**src/rtl/cla_pkg.sv**
```systemverilog
// Shared types and constants for the pipelined carry-lookahead adder/subtractor.
package cla_pkg;

    localparam int unsigned GROUP_W = 4;

    // Group propagate/generate pair produced by each 4-bit lookahead group
    typedef struct packed {
        logic p;
        logic g;
    } pg_t;

    // Number of 4-bit lookahead groups in a WIDTH-bit operand
    function automatic int unsigned group_count(input int unsigned width);
        return width / GROUP_W;
    endfunction

endpackage

```
**src/rtl/cla_group4.sv**
```systemverilog
// 4-bit carry-lookahead group: sum with carry-in plus group propagate/generate.
module cla_group4
    import cla_pkg::*;
(
    input  logic [GROUP_W-1:0] a,
    input  logic [GROUP_W-1:0] b,
    input  logic               cin,
    output logic [GROUP_W-1:0] sum,
    output pg_t                pg
);

    logic [GROUP_W-1:0] p;
    logic [GROUP_W-1:0] g;
    logic [GROUP_W-1:0] c;

    // Bit-level lookahead carries and group P/G, all flattened two-level logic
    always_comb begin
        p    = a ^ b;
        g    = a & b;
        c[0] = cin;
        c[1] = g[0] | (p[0] & cin);
        c[2] = g[1] | (p[1] & g[0]) | (p[1] & p[0] & cin);
        c[3] = g[2] | (p[2] & g[1]) | (p[2] & p[1] & g[0]) | (p[2] & p[1] & p[0] & cin);
        sum  = p ^ c;
        pg.p = &p;
        pg.g = g[3] | (p[3] & g[2]) | (p[3] & p[2] & g[1]) | (p[3] & p[2] & p[1] & g[0]);
    end

endmodule

```
**src/rtl/pipelined_cla_addsub.sv**
```systemverilog
// Two-stage pipelined carry-lookahead adder/subtractor with valid/ready flow control.
// Stage 1 registers group P/G, carry-in-0 group sums and the carry-in; stage 2
// resolves group carries by lookahead and registers sum and flags.
// Optional macro PIPELINED_CLA_SAT_EN clamps the sum to signed max/min on overflow.
module pipelined_cla_addsub
    import cla_pkg::*;
#(
    parameter int unsigned WIDTH = 16
) (
    input  logic             clk,
    input  logic             rst,
    input  logic             in_valid,
    output logic             in_ready,
    input  logic [WIDTH-1:0] a,
    input  logic [WIDTH-1:0] b,
    input  logic             sub,
    output logic             out_valid,
    input  logic             out_ready,
    output logic [WIDTH-1:0] sum,
    output logic             cout,
    output logic             ovf,
    output logic             zero
);

    localparam int unsigned NG = group_count(WIDTH);

    if ((WIDTH % GROUP_W) != 0 || WIDTH < 8 || WIDTH > 64) begin : g_bad_width
        $error("pipelined_cla_addsub: WIDTH must be a multiple of 4 between 8 and 64");
    end

    logic [WIDTH-1:0] bb;
    pg_t  [NG-1:0]    pg_w;
    logic [WIDTH-1:0] sum0_w;

    logic             s1_valid;
    pg_t  [NG-1:0]    s1_pg;
    logic [WIDTH-1:0] s1_sum;
    logic             s1_cin;
    logic             s1_pmsb;

    logic             s1_adv;
    logic             s2_adv;
    logic [NG:0]      gc;
    logic [WIDTH-1:0] sum_raw;
    logic [WIDTH-1:0] sum_next;
    logic             cout_next;
    logic             ovf_next;
    logic             zero_next;

    // Operand B is inverted for subtraction; the +1 enters as the group-0 carry-in in stage 2
    always_comb begin
        bb = sub ? ~b : b;
    end

    // Stage-1 groups evaluate with carry-in 0; the real group carry is added in stage 2
    for (genvar k = 0; k < NG; k++) begin : g_grp
        cla_group4 u_grp (
            .a   (a[k*GROUP_W +: GROUP_W]),
            .b   (bb[k*GROUP_W +: GROUP_W]),
            .cin (1'b0),
            .sum (sum0_w[k*GROUP_W +: GROUP_W]),
            .pg  (pg_w[k])
        );
    end

    // Stage 2 advances when empty or draining; stage 1 when empty or stage 2 advances
    always_comb begin
        s2_adv   = !out_valid || out_ready;
        s1_adv   = !s1_valid || !out_valid || out_ready;
        in_ready = !rst && s1_adv;
    end

    // Group-level lookahead over registered P/G, then fold each group carry into its sum
    assign gc[0] = s1_cin;
    for (genvar k = 0; k < NG; k++) begin : g_carry
        assign gc[k+1] = s1_pg[k].g | (s1_pg[k].p & gc[k]);
        assign sum_raw[k*GROUP_W +: GROUP_W] = s1_sum[k*GROUP_W +: GROUP_W] + GROUP_W'(gc[k]);
    end

    // Carry into the MSB is recovered from the MSB sum bit and its half-sum
    assign cout_next = gc[NG];
    assign ovf_next  = (sum_raw[WIDTH-1] ^ s1_pmsb) ^ gc[NG];

    // Final sum (optionally saturated) and zero flag taken from that final value
    always_comb begin
        sum_next = sum_raw;
`ifdef PIPELINED_CLA_SAT_EN
        if (ovf_next) begin
            sum_next = sum_raw[WIDTH-1] ? {1'b0, {(WIDTH-1){1'b1}}} : {1'b1, {(WIDTH-1){1'b0}}};
        end
`endif
        zero_next = (sum_next == '0);
    end

    // Pipeline registers; both stages may advance in the same cycle on a full pipe
    always_ff @(posedge clk) begin
        if (rst) begin
            s1_valid  <= 1'b0;
            s1_pg     <= '0;
            s1_sum    <= '0;
            s1_cin    <= 1'b0;
            s1_pmsb   <= 1'b0;
            out_valid <= 1'b0;
            sum       <= '0;
            cout      <= 1'b0;
            ovf       <= 1'b0;
            zero      <= 1'b0;
        end else begin
            if (s1_adv) begin
                s1_valid <= in_valid;
                if (in_valid) begin
                    s1_pg   <= pg_w;
                    s1_sum  <= sum0_w;
                    s1_cin  <= sub;
                    s1_pmsb <= a[WIDTH-1] ^ bb[WIDTH-1];
                end
            end
            if (s2_adv) begin
                out_valid <= s1_valid;
                if (s1_valid) begin
                    sum  <= sum_next;
                    cout <= cout_next;
                    ovf  <= ovf_next;
                    zero <= zero_next;
                end
            end
        end
    end

endmodule

```
**config.mk**
```make
export PLATFORM = sky130hd
export DESIGN_NAME = pipelined_cla_addsub
export DESIGN_NICKNAME = d
export VERILOG_FILES = /design/src/rtl/cla_pkg.sv /design/src/rtl/cla_group4.sv /design/src/rtl/pipelined_cla_addsub.sv
export SDC_FILE = /design/constraint.sdc
export NUM_CORES = 1
export LEC_CHECK = 0
export ABC_AREA = 1
export CORE_MARGIN = 4
export CORE_UTILIZATION = 49
export CTS_BUF_LIST = sky130_fd_sc_hd__clkbuf_4
export DETAILED_ROUTE_END_ITERATION = 12
export GPL_ROUTABILITY_DRIVEN = 0
export PLACE_DENSITY_LB_ADDON = 0.25
export RECOVER_POWER = 50
export SLEW_MARGIN = 10
export SYNTH_ARGS = -nofsm -noshare
export SYNTH_HDL_FRONTEND = slang
export SYNTH_HIERARCHICAL = 1
export SYNTH_SLANG_ARGS = --single-unit
```
**constraint.sdc**
```tcl
create_clock -name clk -period 1.89 [get_ports clk]
set_input_delay 0.378 -clock clk [delete_from_list [all_inputs] [get_ports clk]]
set_output_delay 0.378 -clock clk [all_outputs]
set_load 0.02 [all_outputs]
```
; ---- Word-level counts from Yosys, hierarchy flattened
; Index checks and enable logic that the tools add are counted.
[word_totals]
input_bits = 37
output_inout_bits = 21
word_cells = 120
reg_bits = 47
[classes]
muxes = 1
n_reduce_logical = 14
add_sub_neg = 4
bitwise_logic = 84
[ops]
columns = operator, count
row1 = 1-bit bitwise AND, 40
row2 = 4-bit XOR, 8
row3 = 1-bit bitwise OR, 28
row4 = 4-bit by 1-bit adder with 4-bit output, 4
row5 = 4-bit bitwise AND, 4
row6 = 16-bit zero test, 1
row7 = 16-bit two-way mux, 1
row8 = 16-bit inverter, 1
row9 = 4-bit AND reduction, 4
row10 = 2-bit AND reduction, 2
row11 = 1-bit zero test, 3
row12 = 1-bit logical OR, 3
row13 = 1-bit XOR, 3
row14 = 1-bit logical AND, 1

; ---- Logic depth before layout (Yosys ltp)
; Gate-level depths: netlist (run 1).
[depth]
word_depth = 9
depth_mapped = 18
mapped_depth_nobuf = 18

; ---- Hierarchy
; The synthesis (run 1) kept the hierarchy.
[by_module_without_submodules]
columns = mod, cells_each, area_each_um2, instances, seq_area_each_um2
row1 = pipelined_cla_addsub, 270, 2219.6, 1, 940.9
row2 = cla_group4, 32, 201.4, 4, 0.0

; ---- Worst setup path after synthesis (run 1)
; OpenSTA, ideal clock, no wires.
[synth_timing]
kind = in2reg
start = input sub
end = register s1_sum[15]
setup_ns = 0.119
t_required_ns = 1.771
path_slack_ns = 0.019
t_arrival_ns = 1.752
n_path_buf = 2
cell_stages = 12
cell_sequence = buf_6 -> buf_4 -> xor2_1 -> ha_1 -> nand2_1 -> nand2_1 -> nor2_1 -> nand2_1 -> nand2_1 -> nand2_1 -> o21ai_0 -> a21oi_1
[synth_via]
elab_chain_len = 6
elab_cells_between_ends = 9
cone_classes = mux (1) / bitwise (8)
[synth_lines]
columns = item, line
row1 = "start, declared", pipelined_cla_addsub.sv:16  ; input logic sub,
row2 = 16-bit two-way mux *, pipelined_cla_addsub.sv:52  ; bb = sub ? ~b : b;
row3 = net bb[14], pipelined_cla_addsub.sv:31  ; logic [WIDTH-1:0] bb;
row4 = 4-bit XOR, cla_group4.sv:18  ; p = a ^ b;
row5 = 1-bit bitwise AND (on tied branches), n/a
row6 = 1-bit bitwise OR or 1-bit bitwise AND (tied branches), cla_group4.sv:23  ; c[3] = g[2] | (p[2] & g[1]) | (p[2] & p[1] & g[0]) | (p[2] & p[1] & p[0] & cin);
row7 = 1-bit bitwise OR *, cla_group4.sv:23
row8 = 4-bit XOR *, cla_group4.sv:24  ; sum = p ^ c;
row9 = net sum0_w[15], pipelined_cla_addsub.sv:33  ; logic [WIDTH-1:0] sum0_w;
row10 = "end signal, assigned", pipelined_cla_addsub.sv:113  ; s1_sum <= sum0_w;
row11 = "end, declared", pipelined_cla_addsub.sv:37  ; logic [WIDTH-1:0] s1_sum;
; The timed path passes the listed nets; every way through them passes the cells marked *.
; A chain may end at the register's enable or synchronous reset.

; ---- Worst setup path after layout (run 1)
[layout_timing]
start = register s1_pg[1] (netlist name)
end = register ovf
[layout_via]
elab_chain_len = 9
elab_cells_between_ends = 11
cone_classes = add/sub (1) / bitwise (10)
[layout_lines]
columns = item, line
row1 = "start, declared", pipelined_cla_addsub.sv:36  ; pg_t [NG-1:0] s1_pg;
row2 = "start signal, assigned", pipelined_cla_addsub.sv:112  ; s1_pg <= pg_w;
row3 = 1-bit bitwise AND *, pipelined_cla_addsub.sv:76  ; assign gc[k+1] = s1_pg[k].g | (s1_pg[k].p & gc[k]);
row4 = 1-bit bitwise OR *, pipelined_cla_addsub.sv:76
row5 = 1-bit bitwise AND *, pipelined_cla_addsub.sv:76
row6 = 1-bit bitwise OR *, pipelined_cla_addsub.sv:76
row7 = 1-bit bitwise AND *, pipelined_cla_addsub.sv:76
row8 = 1-bit bitwise OR *, pipelined_cla_addsub.sv:76
row9 = 4-bit by 1-bit adder with 4-bit output or 1-bit bitwise AND (tied branches), "pipelined_cla_addsub.sv:77, pipelined_cla_addsub.sv:76"
row10 = 1-bit XOR or 1-bit bitwise OR (tied branches), "pipelined_cla_addsub.sv:82, pipelined_cla_addsub.sv:76"
row11 = 1-bit XOR *, pipelined_cla_addsub.sv:82  ; assign ovf_next = (sum_raw[WIDTH-1] ^ s1_pmsb) ^ gc[NG];
row12 = "end signal, assigned", pipelined_cla_addsub.sv:123  ; ovf <= ovf_next;
row13 = "end, declared", pipelined_cla_addsub.sv:21  ; output logic ovf,
; Every way passes the cells marked *; elsewhere a longest branch is shown, timed or not.

==> results of run 1 <==
-- what timing repair did --
action / in CTS / in global routing
buffers inserted: 0 / 3
setup endpoints to repair: 2 / 3
gates resized for setup: 3 / 18
cloned: 1 / 0
pin swaps: 0 / 12
-- flip-flops by register name (all words and copies together), names as in the netlist --
signal and cells:
sum 16, zero 1, s1_sum 16, s1_pmsb 1, cout 1, s1_cin 1
s1_valid 1, ovf 1, out_valid 1, s1_pg 8
-- worst reg2reg max path: stages, from the launching register on --
cell and delay (ns):
dfxtp_2 0.37, nand2_2 0.06, nand2_2 0.08, nand2_2 0.05
nand2_2 0.09, nand2_2 0.06, nand2_2 0.09, ha_4 0.16
buf_6 0.10, nand3_2 0.08, nand2_2 0.09, nand2_2 0.07
inv_2 0.07, nand2_2 0.05, nand2_2 0.07, inv_2 0.03
nand2_1 0.04, nand3_1 0.07, nand2_1 0.07, inv_1 0.04
-- worst paths after layout --
path | from | to | slack (ns) | depth (start not counted)
setup reg to reg | s1_pg[1] | ovf | 0.08 | 19
hold / removal | zero | zero | 0.49 | 2
hold reg to reg | zero | zero | 0.49 | 2
setup / recovery | s1_pg[1] | ovf | 0.08 | 19
-- cell type report --
| cell class | count | area (µm²) |
|---|---|---|
| Multi-Input combinational cell | 291 | 1868 |
| Sequential cell | 47 | 944.7 |
| Tap cell | 75 | 93.84 |
| Fill cell | 485 | 1872 |
| Timing Repair Buffer | 97 | 918.4 |
| Inverter | 57 | 214.0 |
| Clock buffer | 6 | 45.04 |
-- per-stage QoR --
stage / hold slack [ns] / total power, µW
final: 0.4851 / 2569
after global routing: 0.5145 / 2758
after CTS: 0.4651 / 2553
after detailed placement: 0.4459 / 2120
after global placement: 0.4458 / 2089
after floorplan: 0.4341 / 1741
-- where the power goes --
| group | switching, µW | internal, µW | leakage [µW] |
|---|---|---|---|
| Combinational | 509 | 493 | 0.00153 |
| Sequential | 59.0 | 1080 | 0.000390 |
| Clock | 282 | 147 | 0.0000276 |
-- synthesized netlist by cell type --
cell / instances
inv_4: 1
nand2_2: 10
conb_1: 1
nor2_8: 2
nand2_1: 42
xor2_2: 1
nor2_1: 58
o21ai_1: 41
o21bai_1: 4
buf_6: 5
a21oi_2: 6
nor2_2: 1
buf_2: 5
o21ai_0: 2
nand2_4: 1
xor2_1: 23
buf_4: 2
nand4_1: 7
fa_1: 4
inv_1: 49
clkbuf_1: 2
nor3_1: 5
xnor2_1: 8
dfxtp_1: 47
a21oi_1: 17
ha_1: 28
nand3_1: 19
inv_2: 7
-- routing by layer --
metal  track usage  part of all wire
met1        0.2019              0.41
met2        0.3491              0.55
met3       0.04087             0.029
met4       0.04391             0.014
met5             0                 0
-- kinds of logic after synthesis --
logic type	Yosys count
DFF	47
adders and majority gates	32
xor gates and xnor gates	32
AOI/OAI and AO/OA	70
buffers and inverters	71
other	1
and+or+nand+nor	145
==> impl_metrics.toml, run 1 <==
[drt]
drcViolationCount = 0
drt-initial-drc-count = 85
wl_per_cell_um = 11.39
drt-vias-per-instance = 4.831
first_pass_iters = 5
ant_nets = 0
routed_wl_mm = 6.528
num_vias = 2768

[logic_synthesis]
synth_fa_ha_area_frac = 0.1423
yosys_warnings = 6
seq_area_frac_synth = 0.3110
synth_top_family_by_area = "simple AND/OR/NAND/NOR gates"
synth.avg_cell_area_um2 = 7.602
synth-xor-area-share = 0.09512
synth_area_leader_cell = "dfxtp_1"
synthTopCellsByArea = "dfxtp_1, ha_1, nor2_1"
synth-simple-area-share = 0.2179
synth-seq-cells = 47
synth_compound_area_frac = 0.1266
netlist_area_mm2 = 0.003025
ys_types = 28
synthMuxAreaShare = 0
syn_inst = 398
synth_top_area_share = 0.3110

[finish]
nets = 568
design_area_mm2 = 0.004084
drive_gt1_frac = 0.1807
n_antenna_cell = 0
layout_common_cells = "nor2_1, clkdlybuf4s50_1, inv_1, dfxtp_1, nand2_1"
syn2layout_area_growth_pct = 34.99
utilization = 0.6857
stdcell_count = 573
layout_commonest_cell = "nor2_1"

[clock_network]
htree_levels = 2
clk_path_buf_depth = 2
cts_buffers = 5
cts_hold_buffers = 0
ctsRootBufferMaster = "clkbuf_4"
clkLatencyLatePin_ns = 0.35
clkSinkCount = 47
clk_pin_slew_worst_paths_ns = 0.13
cts_tree = "yes"

[sta]
finalHoldViolations = 0
layout_min_cycle_time_ns = 1.806
worst_slack_ns = 0.08434
setup_viol = 0
grt_setup_unrepaired = "true"
fin_crit_sh = 0.9554
drv_slew = 0
max_slew_margin = 0.6377
totalNegativeSetupSlack_ns = 0
skew_ns = 0.01714
fmax_mhz = 553.8
tightest_slew_ns = 0.5434

[floorplan]
pin_count = 58
die_area_mm2 = 0.007495
coreArea_mm2 = 0.005956
start_util = 0.5080
die_height_um = 86.58
die_width_um = 86.58
num_rows = 28

[place]
dp_hpwl_mm = 5.118
place_ws_ns = -0.4280
placed_area_mm2 = 0.003923
numPortBuffers = 57
dpl.cell_count = 563

[setup_path]
start_kind = "flip-flop"
crit_family = "simple AND/OR/NAND/NOR gates"
critPathKind = "reg -> reg"
path_buf_inv = 4
crit_top_cell = "nand2_2"
worstPathRequired_ns = 2.15
crit_path_top_delay_cell = "dfxtp_2"
worst_setup_path_end_kind = "flip-flop"
crit_fanout = 3
cp.arrival_ns = 2.07
slowest_delay_ns = 0.37
path_cells = "nand2_2, nand2_2, nand2_2, nand2_2, nand2_2, nand2_2, ha_4, buf_6, nand3_2, nand2_2, nand2_2, inv_2, nand2_2, nand2_2, inv_2, nand2_1, nand3_1, nand2_1, inv_1"

[power]
p_per_area_mw_per_mm2 = 629.1
vdd_drop_max_mv = 0.4869
p_leak_uw = 0.001946

[run_status]
status = "completed"

[hold_path]
hold_path.class = "reg -> reg"

[grt]
gr-usage-all-layers = 0.1824
globalRouteOverflowTotal = 0
grt_pass1_wl_mm = 11.08
grt_max_degree = 43
grt_pass1_vias = 2719
antenna_found_initial = 0

[flow_run]
cap_violations = 0
No activity file was read; power rests on OpenSTA's default activity.
==> inputs of run 2 (changes only) <==
Settings changed: CAP_MARGIN set to 10, SKIP_CTS_REPAIR_TIMING set to 1.
==> impl_metrics.toml, run 2 (synthesis gave the netlist of run 1 again) <==
[hold_path]
hold_path.class = "reg -> reg"

[setup_path]
crit_start = "s1_cin"
cp.arrival_ns = 2.07
endpoint = "ovf"
critPathKind = "reg -> reg"
r2r_start = "s1_cin"
worstPathRequired_ns = 2.15
start_kind = "flip-flop"
worst_setup_path_end_kind = "flip-flop"
worstReg2RegEnd = "ovf"
crit_fanout = 3
reg2reg_depth = 19
ff2ff_setup_slack_ns = 0.08

[sta]
setup_viol = 0
drv_slew = 0
finalHoldViolations = 0
fmax_mhz = 552.4
fin_crit_sh = 0.9578
grt_setup_unrepaired = "true"
holdWs_ns = 0.4878
skew_ns = 0.01203
layout_min_cycle_time_ns = 1.810
tightest_slew_ns = 0.5427
max_slew_margin = 0.6377

[grt]
grt_pass1_vias = 2712
grt_max_degree = 43
gr-usage-all-layers = 0.1790
grt_pass1_wl_mm = 10.87
antenna_found_initial = 0
globalRouteOverflowTotal = 0

[floorplan]
pin_count = 58
die_height_um = 86.58
coreArea_mm2 = 0.005956
num_rows = 28
start_util = 0.5080
die_width_um = 86.58
die_area_mm2 = 0.007495

[place]
numPortBuffers = 57
placed_area_mm2 = 0.003923
dp_hpwl_mm = 5.118
dpl.cell_count = 563

[drt]
first_pass_iters = 4
drt-initial-drc-count = 110
num_vias = 2762
routed_wl_mm = 6.534
drcViolationCount = 0
ant_nets = 0
drt-vias-per-instance = 4.820
wl_per_cell_um = 11.40

[power]
p_leak_uw = 0.001949
p_per_area_mw_per_mm2 = 629.0
p_switching_uw = 847.2
vdd_drop_max_mv = 0.4875
p_int_uw = 1716
share_seq_of_total_power = 0.444
pwr-share-clk = 0.166
power_uw = 2563
combPwrFrac = 0.390
power_switching_share = 0.3305

[finish]
multiInputGateArea_mm2 = 0.001858
drive_gt1_frac = 0.1827
top_regs = "s1_sum x16, sum x16, s1_pg x8"
stdcell_count = 573
layout_commonest_cell = "nor2_1"
nets = 568
layout_common_cells = "nor2_1, clkdlybuf4s50_1, inv_1, dfxtp_1, nand2_1"
seq_area_um2 = 944.7
utilization = 0.6842
n_antenna_cell = 0
design_area_mm2 = 0.004075
syn2layout_area_growth_pct = 34.70
nFillCells = 486

[clock_network]
cts_tree = "yes"
clk_pin_slew_worst_paths_ns = 0.12
htree_levels = 2
cts_buffers = 5
ctsRootBufferMaster = "clkbuf_4"
clkSinkCount = 47
clkLatencyLatePin_ns = 0.35
clk_path_buf_depth = 2

[flow_run]
cap_violations = 0

[run_status]
status = "completed"
[run 2: cell count changes in the layout (fill, tap and decap cells not counted), moves of 2 or more]
cell / change
dlygate4sd2_1: -2
dlymetal6s2s_1: +2
inv_1: -2
inv_2: +2
o21ai_0: +2
o21ai_1: -2
[run 2: through the flow]
stage / setup TNS (ns) / worst slack, ns
2_1_floorplan: 0 / 0.01854
5_1_grt: -0.09031 / -0.05195
3_5_place_dp: -7.611 / -0.4280
4_1_cts: -0.2445 / -0.1913
3_3_place_gp: -6.564 / -0.3428
6_report: 0 / 0.07982
[run 2: cell type report]
cell class,count,share of cell area
multi-input combinational,291,0.4559
sequential,47,0.2318
timing repair buffer,97,0.2257
inverter,57,0.05250
tap,75,0.02303
clock buffer,6,0.01105
[run 2: layer usage]
layer / vias to the layer above / share of wire / GRT usage
met1: 1255 / 0.41 / 0.1931
li1: 1461 / - / -
met3: 10 / 0.029 / 0.03992
met2: 36 / 0.54 / 0.3470
met5: - / 0 / 0
met4: 0 / 0.014 / 0.04674
[run 2: power groups by stage]
stage          combinational [µW]  clock, µW  sequential, µW
6_report                     1000        426            1140
4_1_cts                       970        441            1130
2_1_floorplan                 559          0            1180
3_3_place_gp                  936          0            1150
5_1_grt                      1120        483            1150
3_5_place_dp                  965          0            1150
[run 2: worst min path at each step]
stage	from	end	slack (ns)	depth (start not counted)
finish	s1_pg[2]	s1_pg[2]	0.49	2
global route	zero	zero	0.51	2
CTS	s1_pg[0]	s1_pg[0]	0.47	2
detailed placement	s1_pg[0]	s1_pg[0]	0.45	2
global placement	s1_pg[0]	s1_pg[0]	0.45	2
floorplan	s1_pg[0]	s1_pg[0]	0.43	2
[run 2: worst max-delay path, cell delays in order, from the launching register on]
cell and delay [ns]:
dfxtp_2 0.36, nand2_2 0.06, nand2_2 0.08, nand2_2 0.05
nand2_2 0.09, nand2_2 0.06, nand2_2 0.09, ha_4 0.16
buf_6 0.10, nand3_2 0.07, nand2_2 0.09, nand2_2 0.07
inv_2 0.07, nand2_2 0.05, nand2_2 0.07, inv_2 0.03
nand2_1 0.04, nand3_1 0.07, nand2_1 0.07, inv_1 0.04
==> inputs of run 3 (changes only) <==
Settings changed: ABC_AREA 1 to not set, CORE_UTILIZATION 49 to 48.
==> impl_metrics.toml, run 3 <==
[finish]
n_antenna_cell = 0
nets = 502
drive_gt1_frac = 0.1452
layout_common_cells = "nand2_1, clkdlybuf4s50_1, dfxtp_1, a21oi_1"
utilization = 0.6915
top_regs = "s1_sum x16, sum x16, s1_pg x8"
layout_commonest_cell = "nand2_1"
design_area_mm2 = 0.003901
syn2layout_area_growth_pct = 36.93
nFillCells = 465
stdcell_count = 506

[logic_synthesis]
yosysMostFrequentCell = "nand2_1"
synth_edf_count = 0
synth_top_area_share = 0.3303
ys_types = 37
synth.avg_cell_area_um2 = 8.379
async_flop_share = 0
synthTopCellsByCount = "nand2_1, dfxtp_1, a21oi_1"
seq_area_frac_synth = 0.3303
synth-seq-cells = 47
synth_area_leader_cell = "dfxtp_1"
syn_inst = 340
synthTopCellsByArea = "dfxtp_1, ha_1, nand2_1"
yosys_warnings = 6
netlist_area_mm2 = 0.002849
synth_ff_type = "dfxtp_1"

[grt]
gr-usage-all-layers = 0.1717
globalRouteOverflowTotal = 0
grt_max_degree = 29
grt_pass1_wl_mm = 10.54
antenna_found_initial = 0
grt_pass1_vias = 2527

[setup_path]
cp.arrival_ns = 2.12
start_kind = "flip-flop"
critPathKind = "reg -> reg"
crit_fanout = 2
worst_setup_path_end_kind = "flip-flop"
worstPathRequired_ns = 2.16

[drt]
ant_nets = 0
num_vias = 2612
drt-vias-per-instance = 5.162
routed_wl_mm = 6.440
first_pass_iters = 4
drcViolationCount = 0
drt-initial-drc-count = 79
wl_per_cell_um = 12.73

[place]
numPortBuffers = 57
placed_area_mm2 = 0.003734
place_ws_ns = -0.3704
dp_hpwl_mm = 4.785
dpl.cell_count = 494

[clock_network]
ctsRootBufferMaster = "clkbuf_4"
cts_tree = "yes"
clk_path_buf_depth = 2
cts_buffers = 5
clk_pin_slew_worst_paths_ns = 0.14
htree_levels = 2
clkSinkCount = 47
clkLatencyLatePin_ns = 0.35

[floorplan]
coreArea_mm2 = 0.005642
pin_count = 58
die_height_um = 85.04
die_area_mm2 = 0.007232
num_rows = 27
die_width_um = 85.04
start_util = 0.5050

[power]
p_per_area_mw_per_mm2 = 643.0
p_leak_uw = 0.001691
vdd_drop_max_mv = 0.3181

[sta]
skew_ns = 0.01130
grt_setup_unrepaired = "true"
holdWs_ns = 0.4639
fmax_mhz = 540.3
fin_crit_sh = 0.9793
layout_min_cycle_time_ns = 1.851
setup_viol = 0
finalHoldViolations = 0
worst_slack_ns = 0.03909
drv_slew = 0

[hold_path]
hold_path.class = "reg -> reg"

[run_status]
status = "completed"

[flow_run]
cap_violations = 0
run 3: per-stage QoR:
stage	TNS, ns	power [µW]
6_report	0	2508
5_1_grt	-0.05227	2662
4_1_cts	-0.2117	2474
3_5_place_dp	-7.024	2017
3_3_place_gp	-6.129	1997
2_1_floorplan	0	1678
run 3: critical path: stages, from the launching register on:
cell and delay, ns:
dfxtp_1 0.34, a21o_1 0.19, a21o_2 0.21, a21o_1 0.19, ha_4 0.18, ha_4 0.22
nor2_1 0.12, nand4_1 0.11, o31ai_1 0.22
run 3: layout make-up:
type,instances,area (µm²),area share
Tap cell,72,90.09,0.02309
Timing Repair Buffer,89,860.8,0.2207
Clock buffer,6,45.04,0.01155
Clock inverter,2,12.51,0.003207
Inverter,18,67.56,0.01732
Sequential cell,47,942.2,0.2415
Multi-Input combinational cell,272,1883,0.4827
run 3: final timing paths:
path / startpoint / end / slack, ns / cells after the start
worst max-delay path: s1_cin / zero / 0.04 / 8
worst min-delay path: sum[13] / sum[13] / 0.46 / 2
worst max register to register: s1_cin / zero / 0.04 / 8
worst min register to register: sum[13] / sum[13] / 0.46 / 2
run 3: metal layers:
| layer | routed length [µm] | track usage | up-vias |
|---|---|---|---|
| met1 | 2760 | 0.1979 | 1215 |
| met3 | 276 | 0.03301 | 10 |
| met4 | 72 | 0.06331 | 0 |
| met5 | 0 | 0 | - |
| li1 | - | - | 1327 |
| met2 | 3331 | 0.3121 | 60 |
run 3: report_power, final:
| group | total (µW) | switching (µW) | leakage, µW | internal, µW |
|---|---|---|---|---|
| Clock | 470 | 311 | 0.0000317 | 158 |
| Sequential | 1140 | 71.9 | 0.000386 | 1070 |
| Combinational | 894 | 425 | 0.00127 | 469 |
| Total | 2510 | 808 | 0.00169 | 1700 |
run 3: cell families (layout without fill, tap and decap cells):
group           after synthesis  after routing  synth area share
compound gates               70             70            0.1563
xor+xnor                     37             37            0.1195
fa+ha+maj                    32             32            0.1511
buf+inv                      32            115           0.05094
flops                        47             47            0.3303
other cells                   1             12          0.001316
simple gates                121            121            0.1906
